===== src/rtl/push_evt_arb.sv =====
// rtl/push_evt_arb.sv - button press event arbiter; macro PUSH_ARB_PRIO_EN selects fixed priority instead of round-robin
`ifndef CNT_LEN
`define CNT_LEN 8
`endif

module push_evt_arb #(
  parameter int N_BTN  = 4,
  parameter int ID_W   = 2,
  parameter int PEND_W = 3
) (
  input  logic                 i_clk,
  input  logic                 i_rst,
  input  logic                 i_en,
  input  logic [N_BTN-1:0]     i_press,
  output logic                 o_evt_valid,
  output logic [ID_W-1:0]      o_evt_id,
  input  logic                 i_evt_ready,
  output logic [N_BTN-1:0]     o_ovf,
  input  logic                 i_ovf_clr,
  output logic [`CNT_LEN-1:0]  o_evt_total,
  output logic                 o_busy
);

  typedef enum logic {
    ST_IDLE    = 1'b0,
    ST_PRESENT = 1'b1
  } state_t;

  localparam logic [PEND_W-1:0] PEND_MAX = {PEND_W{1'b1}};

  state_t              r_state;
  state_t              w_state_nxt;
  logic [PEND_W-1:0]   r_pend [N_BTN];
  logic [N_BTN-1:0]    r_ovf;
  logic [ID_W-1:0]     r_evt_id;
  logic [`CNT_LEN-1:0] r_total;

  logic [N_BTN-1:0]    w_nz;
  logic [N_BTN-1:0]    w_inc;
  logic [N_BTN-1:0]    w_dec;
  logic [N_BTN-1:0]    w_ovf_set;
  logic                w_win_found;
  logic [ID_W-1:0]     w_win_id;
  logic                w_grant;
  logic                w_hs;

  // Per-button request/grant decode: a press only counts while enabled,
  // and only the selected winner is decremented when a grant happens.
  for (genvar gb = 0; gb < N_BTN; gb++) begin : g_btn
    assign w_nz[gb]      = |r_pend[gb];
    assign w_inc[gb]     = i_en & i_press[gb];
    assign w_dec[gb]     = w_grant && (w_win_id == ID_W'(gb));
    assign w_ovf_set[gb] = w_inc[gb] & ~w_dec[gb] & (r_pend[gb] == PEND_MAX);
  end

`ifdef PUSH_ARB_PRIO_EN
  // Fixed priority: lowest-index button with pending events wins.
  always_comb begin
    w_win_found = 1'b0;
    w_win_id    = '0;
    for (int i = N_BTN - 1; i >= 0; i--) begin
      if (w_nz[i]) begin
        w_win_found = 1'b1;
        w_win_id    = ID_W'(i);
      end
    end
  end
`else
  logic [ID_W-1:0]      r_rr;
  logic [2*N_BTN-1:0]   w_rot;
  int                   w_idx;

  // Rotating the doubled request vector by rr turns the wrapped scan into
  // a plain lowest-bit search.
  assign w_rot = {w_nz, w_nz} >> r_rr;

  // Round-robin search starting at rr, wrapping at N_BTN-1.
  always_comb begin
    w_win_found = 1'b0;
    w_win_id    = '0;
    w_idx       = 0;
    for (int k = 0; k < N_BTN; k++) begin
      if (!w_win_found && w_rot[k]) begin
        w_win_found = 1'b1;
        w_idx       = int'(r_rr) + k;
        if (w_idx >= N_BTN) begin
          w_idx = w_idx - N_BTN;
        end
        w_win_id = ID_W'(w_idx);
      end
    end
  end

  // Pointer moves just past the button whose event was accepted.
  always_ff @(posedge i_clk) begin
    if (i_rst) begin
      r_rr <= '0;
    end else if (w_hs) begin
      r_rr <= (r_evt_id == ID_W'(N_BTN - 1)) ? '0 : r_evt_id + 1'b1;
    end
  end
`endif

  // State register.
  always_ff @(posedge i_clk) begin
    if (i_rst) begin
      r_state <= ST_IDLE;
    end else begin
      r_state <= w_state_nxt;
    end
  end

  // Next-state: grant from IDLE when anything is pending, leave PRESENT on handshake.
  always_comb begin
    w_state_nxt = r_state;
    w_grant     = 1'b0;
    w_hs        = 1'b0;
    case (r_state)
      ST_IDLE: begin
        if (w_win_found) begin
          w_grant     = 1'b1;
          w_state_nxt = ST_PRESENT;
        end
      end
      ST_PRESENT: begin
        if (i_evt_ready) begin
          w_hs        = 1'b1;
          w_state_nxt = ST_IDLE;
        end
      end
      default: w_state_nxt = ST_IDLE;
    endcase
  end

  // Event id is captured at grant and held through PRESENT.
  always_ff @(posedge i_clk) begin
    if (i_rst) begin
      r_evt_id <= '0;
    end else if (w_grant) begin
      r_evt_id <= w_win_id;
    end
  end

  // Delivered-event counter, wraps naturally.
  always_ff @(posedge i_clk) begin
    if (i_rst) begin
      r_total <= '0;
    end else if (w_hs) begin
      r_total <= r_total + 1'b1;
    end
  end

  // Pending counters: saturating increment on press, decrement on grant,
  // both together leave the count unchanged.
  always_ff @(posedge i_clk) begin
    if (i_rst) begin
      for (int b = 0; b < N_BTN; b++) begin
        r_pend[b] <= '0;
      end
    end else begin
      for (int b = 0; b < N_BTN; b++) begin
        if (w_inc[b] && !w_dec[b]) begin
          if (r_pend[b] != PEND_MAX) begin
            r_pend[b] <= r_pend[b] + 1'b1;
          end
        end else if (!w_inc[b] && w_dec[b]) begin
          r_pend[b] <= r_pend[b] - 1'b1;
        end
      end
    end
  end

  // Sticky overflow flags; a new loss on the clearing edge stays visible.
  always_ff @(posedge i_clk) begin
    if (i_rst) begin
      r_ovf <= '0;
    end else begin
      r_ovf <= (r_ovf & ~{N_BTN{i_ovf_clr}}) | w_ovf_set;
    end
  end

  assign o_evt_valid = (r_state == ST_PRESENT);
  assign o_evt_id    = r_evt_id;
  assign o_ovf       = r_ovf;
  assign o_evt_total = r_total;
  assign o_busy      = (r_state != ST_IDLE) | (|w_nz);

  // An offered event must stay put until it is taken.
  a_hold: assert property (@(posedge i_clk) disable iff (i_rst)
    (o_evt_valid && !i_evt_ready) |=> (o_evt_valid && $stable(o_evt_id)));

  // Only real button indices are ever presented.
  a_id_range: assert property (@(posedge i_clk) disable iff (i_rst)
    o_evt_valid |-> (int'(o_evt_id) < N_BTN));

endmodule


===== config.mk =====
export PLATFORM = sky130hd
export DESIGN_NAME = push_evt_arb
export DESIGN_NICKNAME = d
export VERILOG_FILES = /design/src/rtl/push_evt_arb.sv
export SDC_FILE = /design/constraint.sdc
export NUM_CORES = 1
export LEC_CHECK = 0
export ABC_AREA = 1
export CAP_MARGIN = 5
export CORE_UTILIZATION = 55
export CTS_CLUSTER_DIAMETER = 120
export DETAILED_ROUTE_END_ITERATION = 10
export PLACE_DENSITY_LB_ADDON = 0.12
export SLEW_MARGIN = 20
export SYNTH_ARGS = -nofsm -noshare
export SYNTH_HDL_FRONTEND = slang
export SYNTH_SLANG_ARGS = --single-unit

===== constraint.sdc =====
create_clock -name i_clk -period 2.85 [get_ports i_clk]
set_input_delay 0.7125 -clock i_clk [delete_from_list [all_inputs] [get_ports i_clk]]
set_output_delay 0.7125 -clock i_clk [all_outputs]
set_load 0.005 [all_outputs]

; Yosys cells after proc, flatten, opt, wreduce, memory -nomap -nowiden
; Memories as Yosys holds them, arrays and structs flattened.
; Index checks and enable logic that the tools add are counted.
[classes]
n_lt_le_gt_ge = 4
n_eq_ne = 12
bitwise_logic = 29
reduce_logical = 32
shifts = 1
muxes = 61
add_sub_neg = 17
[op_table]
columns = cell, count
row1 = 2-to-1 mux 1 bit, 43
row2 = 2-to-1 mux 3 bit, 8
row3 = 2-to-1 mux 2 bit, 9
row4 = logical AND 1 bit, 15
row5 = "adder 3 x 1 -> 3 bit, second input constant", 4
row6 = bitwise AND 1 bit, 12
row7 = "== test 3 bit, second input constant", 4
row8 = "!= test 3 bit, second input constant", 4
row9 = OR reduction 12 bit, 1
row10 = OR reduction 3 bit, 4
row11 = "subtractor 3 x 1 -> 3 bit, second input constant", 4
row12 = logical NOT 1 bit, 11
row13 = "greater-or-equal comparator 3 bit, second input constant", 3
row14 = bitwise OR 1 bit, 9
row15 = "adder 8 x 1 -> 8 bit, second input constant", 1
row16 = right shift 8 x 2 -> 4 bit, 1
row17 = "subtractor 2 x 1 -> 2 bit, second input constant", 4
row18 = "adder 2 x 2 -> 3 bit, second input constant", 2
row19 = "== test 2 bit, second input constant", 3
row20 = inverter 1 bit, 5
row21 = bitwise AND 4 bit, 1
row22 = inverter 4 bit, 1
row23 = bitwise OR 4 bit, 1
row24 = "adder 2 x 1 -> 3 bit, second input constant", 1
row25 = 5 further kinds, 5
[totals]
word_cells = 162
ramBits = 12
input_bits = 9
register_bits = 17
output_inout_bits = 16
mem_count = 1
[mem_list]
columns = name, depth, width, rd, rd_clocked_by_memory_dff, write_ports, line_no
row1 = r_pend, 4, 3, 4, 0, 4, 33  ; logic [PEND_W-1:0] r_pend [N_BTN];

; Logic depth before layout (Yosys ltp)
; An unclocked memory read counts as a cell.
[depth]
ltp_word = 23
depth_mapped = 20
depth_no_buf = 20

; Least setup slack after synthesis
; Ideal clock, no wire load.
[synth_path]
path_kind = reg2reg
start = mem r_pend[3][0]
end = mem r_pend[0][2], data pin
n_path_buf = 0
arrival_ns = 2.330
synth_period_minus_slack_ns = 2.582
setup_slack_ns = 0.268
path_stages_with_launch = 19
required_time_ns = 2.598
setup_time_ns = 0.252
path_cell_list = edfxtp_1 -> inv_1 -> ha_1 -> inv_1 -> nor2_1 -> nand2_1 -> nand3_1 -> nand2_2 -> nand3_1 -> nand2_1 -> nor2_2 -> nand3_2 -> nor2_4 -> nand2_2 -> fa_1 -> xor2_1 -> a21oi_1 -> nand2_1 -> nand2_1
[synth_lines]
columns = item, line_no
row1 = start: declaration, 33

==> metrics.txt <==
DIE HEIGHT 61.5 µm; Util after Layout 75.0%; routing usage on met2 36.9%; Leak 0.00107 µW; MaxCap Viol Count 0; Ports 25; Mean Syn Cell Area 7.70 µm²; gr busiest metal met2; # setup viols final 0; Worst EP required 2.14 ns; most frequent cells in the layout nand2_1, inv_1, nand3_1; Highest Clock Rate 0.367 GHz; Tmin final 2.73 ns; WL per Instance 13.4 µm; first drt pass iteration count 4; Yosys top cell by area edfxtp_1; Hold Crit Class reg2reg; CP startpoint r_pend[3][0]; final worst path period share 95.6%; cts hold-fix bufs 0; starting density of the core 57.9%; PD cells 553 mW/mm²; Post-Synthesis Net Count 271; worst vdd ir 0.424 mV; Synth Instances 253; ys async rst share 0%; Post-synth top flop dfxtp_1; DP HPWL 3.28 mm; end of the worst register-to-register path r_pend[0][2]; CP Launch Type register; commonest non-fill, non-tap cell in the layout nand2_1; Max Slew Vio Count 0; WS Path Type reg2out; Total Die Area 0.00378 mm²; GRT overflow 0; Inserted Diodes 0; clk slew on worst S/H paths 0.10 ns; library cells used by synthesis 32; crit path DAT 2.01 ns; vias in the first global route 1484; met1 Use GR 35.0%; DR vias/cell 5.26; status completed; area delta synth->final 29.5%; register area share after synthesis 36.0%; PnR worst setup slack 0.125 ns; met3 Resource Use GR 4.62%; TritonCTS buffer count 5; R2R depth 20; initial antenna violation count 0; Final ANT Viol Nets 0; synthesized area 0.00195 mm²; CTS sink count 29; Worst path max stage delay 0.48 ns; Crit Path Max Fanout 3; # port buffers 24; Final #Nets 311; most used cell, CP inv_2; worst-path cell chain inv_2 -> ha_4 -> inv_2 -> nor4_1 -> buf_4 -> nand3b_1 -> clkdlybuf4s50_1; H-tree levels 2; Total GRT Usage 24.5%; Synth top area share 18.5%; clk_lat worst skew 0.33 ns; num rows 21; share of layout cells above drive strength 1 26.2%; pre-CTS WS 0.000489 ns; pin count of the biggest net entering global routing 11; FF-to-FF setup slack 0.14 ns; Worst Tran Pin Value 0.523 ns; 1st-iter DRT viols 72; synthesized flop and latch total 29; worst reg2reg startpoint r_pend[3][1]; first-pass GRT wire length 6.71 mm; YS warnings 0; GPL Wtd Cong 0.856; Bufs on Longest Clock Path 2; DRC viols 0; clock skew 0.0126 ns; Slew headroom 64.8%; CTS tree done; Fin. Hold Viols 0; Hold WS 0.472 ns; Core Area 0.00336 mm²; worst setup path end o_busy; die width 61.5 µm; number of enable flip-flop cells after synthesis 12; DR vias 1787; Fillers 283; Slowest cell on crit path clkdlybuf4s50_1; top post-synthesis cells by area edfxtp_1, dfxtp_1, nand2_1; CTS Root Cell clkbuf_4; Worst setup EP type output port; Routed WL 4.55 mm
## sequential cells by signal, indices dropped and copies added, names as in the netlist
| name | flops |
|---|---|
| r_rr | 2 |
| o_ovf | 4 |
| o_evt_id | 2 |
| o_evt_valid | 1 |
| o_evt_total | 8 |
| r_pend | 12 |
## layout make-up
cell class	count	area, µm²	share of cell area, %
Tap cell	46	57.6	2.28
Clock inverter	3	12.5	0.496
Sequential cell	29	701	27.8
Multi-Input combinational cell	183	1230	48.9
Timing Repair Buffer	38	345	13.7
Clock buffer	5	37.5	1.49
Inverter	36	135	5.36
## stage by stage
stage / total power, µW / cell area, µm² / setup TNS (ns) / instances
after detailed placement: 1020 / 2260 / 0 / 325
after global routing: 1490 / 2520 / -0.116 / 340
final: 1390 / 2520 / 0 / 340
after CTS: 1270 / 2320 / -0.00874 / 335
after global placement: 1010 / 2260 / 0 / 325
after floorplan: 891 / 1950 / 0 / 253
## routing by layer
layer | vias to the layer above | share of wire (%) | wire, µm
li1 | 913 | - | -
met1 | 834 | 46 | 2090
met2 | 36 | 50 | 2270
met3 | 4 | 3.3 | 149
met4 | 0 | 0.79 | 36
met5 | - | 0 | 0
## repair_timing
item / CTS / global route
setup buffers: 2 / 5
hold endpoints to repair: 0 / 0
gates cloned: 0 / 0
pin swaps: 2 / 21
gates resized for setup: 0 / 40
setup endpoints to repair: 2 / 4
## worst max-delay path, delay by kind of cell (launching register included)
family	cells	cell delay, ns
adder cells (fa/ha/maj)	1	0.14
buffers and inverters	4	0.81
flip-flops	1	0.42
AND/OR/NAND/NOR	2	0.32
## worst min-delay path by stage
stage                                end  depth (start not counted)           start  slack [ns]
final                     o_evt_total[7]                          2  o_evt_total[7]        0.47
after global routing            o_ovf[3]                          2        o_ovf[3]        0.50
after CTS                       o_ovf[2]                          2        o_ovf[2]        0.47
after detailed placement        o_ovf[2]                          2        o_ovf[2]        0.45
after global placement    o_evt_total[7]                          2  o_evt_total[7]        0.45
after floorplan           o_evt_total[7]                          2  o_evt_total[7]        0.46
## kinds of logic (layout without fill, tap and decap cells)
kind of cell | Yosys count | in the layout | synth area share (%)
compound gates | 37 | 37 | 10.5
flops | 29 | 29 | 36.0
xor+xnor | 6 | 6 | 2.70
fa+ha+maj | 9 | 9 | 6.94
buf+inv | 41 | 82 | 8.87
simple gates | 131 | 131 | 35.0
## where the power goes
| part | total (µW) | switching (µW) | internal, µW |
|---|---|---|---|
| registers | 536 | 50.2 | 486 |
| clock network | 235 | 146 | 89.0 |
| logic | 623 | 377 | 246 |
## cells in the mapped netlist (5+ instances only)
cell type  instances
inv_1             34
xor2_1             5
dfxtp_1           17
nand2_2           12
nor2_2             8
nor2_1            14
a21oi_1           19
nand2_1           49
nand3_1           27
o21ai_0           12
edfxtp_1          12
ha_1               6
nand3_2            5
(Power assumes the default switching activity.)
